**src/rtl/demux_pkg.sv**
```systemverilog
// Shared constants, state encoding and helpers for the 1-to-8 demux router.
package demux_pkg;
  localparam int N_OUT = 8;
  localparam int SEL_W = 3;

  typedef enum logic {EMPTY, FULL} demux_state_t;

  function automatic logic [N_OUT-1:0] onehot8(input logic [SEL_W-1:0] sel);
    logic [N_OUT-1:0] r;
    r = 8'h01 << sel;
    return r;
  endfunction
endpackage

```
**src/rtl/seq_counter.sv**
```systemverilog
// 3-bit wrapping counter with enable and synchronous reset; drives the round-robin destination.
module seq_counter (
  input  logic       clk,
  input  logic       rst,
  input  logic       en,
  output logic [2:0] count
);
  always_ff @(posedge clk) begin
    if (rst) count <= 3'd0;
    else if (en) count <= count + 3'd1;
  end
endmodule

```
**src/rtl/demux18_router.sv**
```systemverilog
// One-to-eight word router with a single holding register and per-channel valid/ready.
module demux18_router
  import demux_pkg::*;
#(
  parameter int WIDTH     = 8,
  parameter int STALL_MAX = 255
) (
  input  logic             clk,
  input  logic             rst,
  input  logic [WIDTH-1:0] in_data,
  input  logic [2:0]       in_sel,
  input  logic             in_valid,
  output logic             in_ready,
  input  logic             auto_seq,
  output logic [WIDTH-1:0] out_data,
  output logic [7:0]       out_valid,
  input  logic [7:0]       out_ready,
  output logic [2:0]       seq_idx,
  output logic             stall_err,
  input  logic             err_clr
);
  // Handshake: a word moves on a port in any cycle where valid and ready are both
  // high at the rising edge; valid never depends on the ready of the same port.
  localparam int CW = $clog2(STALL_MAX + 1);
  localparam logic [CW-1:0] SMAX    = CW'(STALL_MAX);
  localparam logic [CW-1:0] SMAX_M1 = CW'(STALL_MAX - 1);

  demux_state_t     state, state_next;
  logic [SEL_W-1:0] dst;
  logic [SEL_W-1:0] sel;
  logic [CW-1:0]    stall_cnt;
  logic             accept, drain, stall_inc;

  always_ff @(posedge clk) begin
    if (rst) state <= EMPTY;
    else     state <= state_next;
  end

  always_comb begin
    drain      = (state == FULL) & out_ready[dst];
    in_ready   = ~rst & ((state == EMPTY) | drain);
    accept     = in_valid & in_ready;
    sel        = auto_seq ? seq_idx : in_sel;
    out_valid  = (state == FULL) ? onehot8(dst) : 8'h00;
    stall_inc  = (state == FULL) & ~drain & (stall_cnt != SMAX);
    state_next = state;
    case (state)
      EMPTY:   if (accept) state_next = FULL;
      FULL:    if (drain && !accept) state_next = EMPTY;
      default: state_next = EMPTY;
    endcase
  end

  // out_data keeps its last value after a drain; only a new accept replaces it.
  always_ff @(posedge clk) begin
    if (rst) begin
      out_data <= '0;
      dst      <= '0;
    end else if (accept) begin
      out_data <= in_data;
      dst      <= sel;
    end
  end

  always_ff @(posedge clk) begin
    if (rst || accept || drain || state == EMPTY) stall_cnt <= '0;
    else if (stall_inc)                           stall_cnt <= stall_cnt + CW'(1);
  end

  // Set on the increment that lands on STALL_MAX; set beats a same-cycle clear.
  always_ff @(posedge clk) begin
    if (rst)                                stall_err <= 1'b0;
    else if (stall_inc && stall_cnt == SMAX_M1) stall_err <= 1'b1;
    else if (err_clr)                       stall_err <= 1'b0;
  end

  seq_counter u_seq (
    .clk   (clk),
    .rst   (rst),
    .en    (accept & auto_seq),
    .count (seq_idx)
  );
endmodule

```
**config.mk**
```make
export PLATFORM = sky130hd
export DESIGN_NAME = demux18_router
export DESIGN_NICKNAME = d
export VERILOG_FILES = /design/src/rtl/demux_pkg.sv /design/src/rtl/seq_counter.sv /design/src/rtl/demux18_router.sv
export SDC_FILE = /design/constraint.sdc
export NUM_CORES = 1
export LEC_CHECK = 0
export CORE_MARGIN = 2
export CORE_UTILIZATION = 46
export DETAILED_ROUTE_END_ITERATION = 7
export PLACE_DENSITY = 0.83
export SKIP_LAST_GASP = 1
export SLEW_MARGIN = 20
export SYNTH_ARGS = -nofsm -noshare
export SYNTH_HDL_FRONTEND = slang
export SYNTH_SLANG_ARGS = --single-unit
```
**constraint.sdc**
```tcl
create_clock -name clk -period 3.7 [get_ports clk]
set_input_delay 0.74 -clock clk [delete_from_list [all_inputs] [get_ports clk]]
set_output_delay 0.74 -clock clk [all_outputs]
set_load 0.05 [all_outputs]
```
; ---- After elaboration in Yosys (flattened, before gate mapping)
; Index checks and enable logic that the tools add are counted.
[classes]
add_sub_neg = 2
order_cmp = 1
n_eq_ne = 2
shift = 1
muxes = 9
n_bitwise = 10
reduce_logical = 7
[op_table]
columns = operator, count
row1 = $add A8 B1 Y8 const B, 1
row2 = $eq A8 B8 Y1 const B, 1
row3 = $mux W8, 1
row4 = $ne A8 B8 Y1 const B, 1
row5 = $shl A1 B3 Y8 const A, 1
row6 = $and A1 B1 Y1, 6
row7 = $mux W1, 5
row8 = $lt A3 B4 Y1 const B, 1
row9 = $add A3 B1 Y3 const B, 1
row10 = $bmux W1 S3, 1
row11 = $logic_or A1 B1 Y1, 3
row12 = $mux W3, 1
row13 = $not A1 Y1, 3
row14 = $logic_and A1 B1 Y1, 2
row15 = $pmux W1 S2, 1
row16 = $reduce_bool A2 Y1, 1
row17 = $logic_not A1 Y1, 1
row18 = $or A1 B1 Y1, 1
[word_totals]
reg_bits = 24
in_bits = 24
out_inout_bits = 21
elab_cells = 38

; ---- Longest topological paths before layout
[logic_depth]
word_depth = 10
mapped_depth = 7
depth_no_buf = 6

; ---- Modules after synthesis
; Synthesis repeated with hierarchy kept, for this count alone.
[hier_totals]
hier_cells = 173
hier_area_um2 = 1480.2
[by_module_without_submodules]
columns = module, n_inst, cells_per_inst, area_each_um2, seq_area_each_um2
row1 = demux18_router, 1, 162, 1358.8, 420.4
row2 = seq_counter, 1, 11, 121.4, 60.1

; ---- Worst setup path before layout
; Ideal clock, no wire load.
[synth_timing]
path_type = in2out
startpoint = input port out_ready[4]
endpoint = output port in_ready
t_arrival_ns = 2.266
t_required_ns = 2.960
slack_ns = 0.694
stages = 5
path_cell_list = nor2b_1 -> a211oi_2 -> o41a_4 -> buf_2 -> nor2_1
[synth_via]
elab_chain_len = 5
[synth_lines]
columns = item, line
row1 = from (decl), demux18_router.sv:17  ; input logic [7:0] out_ready,
row2 = $bmux W1 S3, demux18_router.sv:40  ; drain = (state == FULL) & out_ready[dst];
row3 = $mux W1 (not written as such), demux18_router.sv:40
row4 = $and A1 B1 Y1, demux18_router.sv:40
row5 = $or A1 B1 Y1, demux18_router.sv:41  ; in_ready = ~rst & ((state == EMPTY) | drain);
row6 = $and A1 B1 Y1, demux18_router.sv:41
row7 = to (decl), demux18_router.sv:13  ; output logic in_ready,
; No other way between the ends. The select of a mux whose other input is x is not followed.

; ---- Final worst setup path
[layout_timing]
startpoint = input port out_ready[0]
endpoint = output port in_ready
; The elaborated chain is that of the path after synthesis.

==> results.cfg <==
[critical_path]
r2r-start = dst[1]
endpoint_kind = output pin
r2r_end = stall_cnt[2]
cp-start-kind = input port
worstPathMaxFanout = 16
ff2ff_path_depth = 5
crit_arrival_ns = 2.65
cp_data_required_time_ns = 2.96
worstSetupPathType = in2out
ff2ff_setup_slack_ns = 1.37

[synth]
synth_cell_type_count = 30
syn_inst = 140
synthTopCellsByArea = dfxtp_1 (41%), a21oi_1 (6.8%), nor2_1 (6.1%), nand3_1 (4.3%), o21ai_0 (4.3%)
ys_warn_count = 0
yosysTopAreaCell = dfxtp_1
ys_seq_elements = 24
syn-cell-area_um2 = 1170
synth_edf_count = 0
synthArstFlopShare = 0
synth_top_area_share = 0.410
syn_nets = 167
synth_top_flop_cell = dfxtp_1
yosysSeqAreaShare = 0.410
syn_avg_cell_area_um2 = 8.37

[clocking]
clkTransAtPathRegs_ns = 0.12
cts.root.buffer_cell = clkbuf_4
clock_sinks = 24
clockBufferDepth = 2
cts_setup_buffers = 0
cts_resized = 0
clock_latency_ns = 0.33
h-tree-depth = 1
holdBufCountCts = 0
cts_made_buffers = 3
cts_tree = built

[route]
drcViolationCount = 0
firstDrtPassIters = 4
met1_length_mm = 1.11
routed_wl_mm = 2.79
dr_wl_met3_um = 172
ant_nets = 0
num_vias = 1122
drtIter0Drc = 9
routed.top_layer = met4
drt-vias-per-instance = 5.32
met2WireLength_mm = 1.47
routedWlPerCell_um = 13.2

[floorplanning]
rows = 18
coreArea_um2 = 2450
die_w_um = 54.5
fp.dieH_um = 54.5
ios = 45
die_area_um2 = 2970
start_util = 0.477

[sta]
tightest_slew_ns = 0.830
fin_hold_ws_ns = 0.484
post-route-period-util = 0.916
maxSlewHeadroom = 0.445
finClkSkew_ns = 0.0202
fin_tns_setup_ns = 0
fin_ws_ns = 0.310
fmax_mhz = 295
grt_setup_unrepaired = false
hold_viol = 0
fin_crit_ns = 3.39
finalSetupViolCount = 0
drv_slew = 0

[global_route]
grt-ovfl-total = 0
grt_pass1_wl_mm = 4.37
antenna_found_initial = 0
grt_max_degree = 20
grt_usage = 0.201
grt_pass1_vias = 1024

[hold_path]
min_path_cells = 2
hold_class = reg2reg
worstHoldStart = stall_err
min_to = stall_err

[final_layout]
fillers = 201
finalNonFillerCells = 211
nets = 209
drive_gt1_frac = 0.0552
most-common-layout-cells = clkdlybuf4s50_1 (43), dfxtp_1 (24), nor2_1 (19)
layout_commonest_cell = clkdlybuf4s50_1
synthToLayoutAreaGrowth_pct = 43.5
diodes = 0

[run_status]
status = completed

[placed_design]
dpl.cell_count = 207
pre_cts_slack_ns = 0.452
port-buffer-count = 44
hpwlAfterDp_mm = 2.09
gp_congestion = 0.720

[power_and_ir_drop]
power.density_nw_per_um2 = 366
ir_drop_mv = 0.378
p_leak_nw = 0.600

[job]
cap_violations = 0
[area by class of cell]
class	instances	area (µm²)	area share
Clock inverter	1	30.0	0.0179
Multi-Input combinational cell	106	657	0.391
Tap cell	30	37.5	0.0223
Timing Repair Buffer	45	445	0.265
Clock buffer	3	22.5	0.0134
Inverter	2	7.51	0.00447
Sequential cell	24	480	0.286
[cell usage after synthesis, drive strengths merged (2+ instances only)]
cell type,number
a21oi,16
nor2,19
nand2b,4
o21ai,10
xor2,3
nand2,7
buf,5
mux2i,3
nand3,10
a211oi,7
inv,2
dfxtp,24
nor2b,5
nand4,4
clkbuf,3
xnor2,3
nor3,3
ha,3
[registers in the layout, summed over array words and instances (netlist names)]
signal	flops
stall_cnt	8
out_data	8
state	1
u_seq.count	3
stall_err	1
dst	3
[critical path: stages]
cell and delay [ns]:
clkdlybuf4s50_1 0.40, nor2b_1 0.13, a2111oi_1 0.77, o41a_4 0.36, nor2_1 0.06, buf_4 0.19
[layer usage]
layer | global-route usage | up-vias
met5 | 0 | -
met4 | 0.0625 | 0
met3 | 0.0492 | 5
met2 | 0.384 | 26
met1 | 0.214 | 510
li1 | - | 581
[worst max path at each step]
stage | slack, ns | startpoint | to | depth (start not counted)
detailed placement | 0.45 | out_ready[0] | in_ready | 6
floorplan | 0.69 | out_ready[4] | in_ready | 5
global route | 0.20 | out_ready[0] | in_ready | 6
finish | 0.31 | out_ready[0] | in_ready | 6
CTS | 0.44 | out_ready[0] | in_ready | 6
global placement | 0.50 | out_ready[0] | in_ready | 6
[cells by family after synthesis]
group / after synthesis / synth area share
fa+ha+maj: 3 / 0.0321
xor+xnor: 6 / 0.0449
mux: 4 / 0.0353
flops: 24 / 0.410
simple gates: 56 / 0.233
buf+inv: 10 / 0.0385
compound gates: 37 / 0.206
[per-stage QoR]
step / total power, mW / instance area [µm²] / util
after floorplan: 0.374 / 1170 / -
after global placement: 0.424 / 1620 / 0.659
after detailed placement: 0.427 / 1620 / 0.659
after CTS: 0.615 / 1670 / 0.680
after global routing: 0.639 / 1680 / 0.685
final: 0.616 / 1680 / 0.685
[where the power goes]
group	total, mW	switching, mW	leakage (nW)	internal (mW)
logic	0.141	0.0804	0.376	0.0607
registers	0.283	0.0125	0.196	0.270
clock network	0.192	0.0819	0.0279	0.110
(Power assumes the default switching activity.)
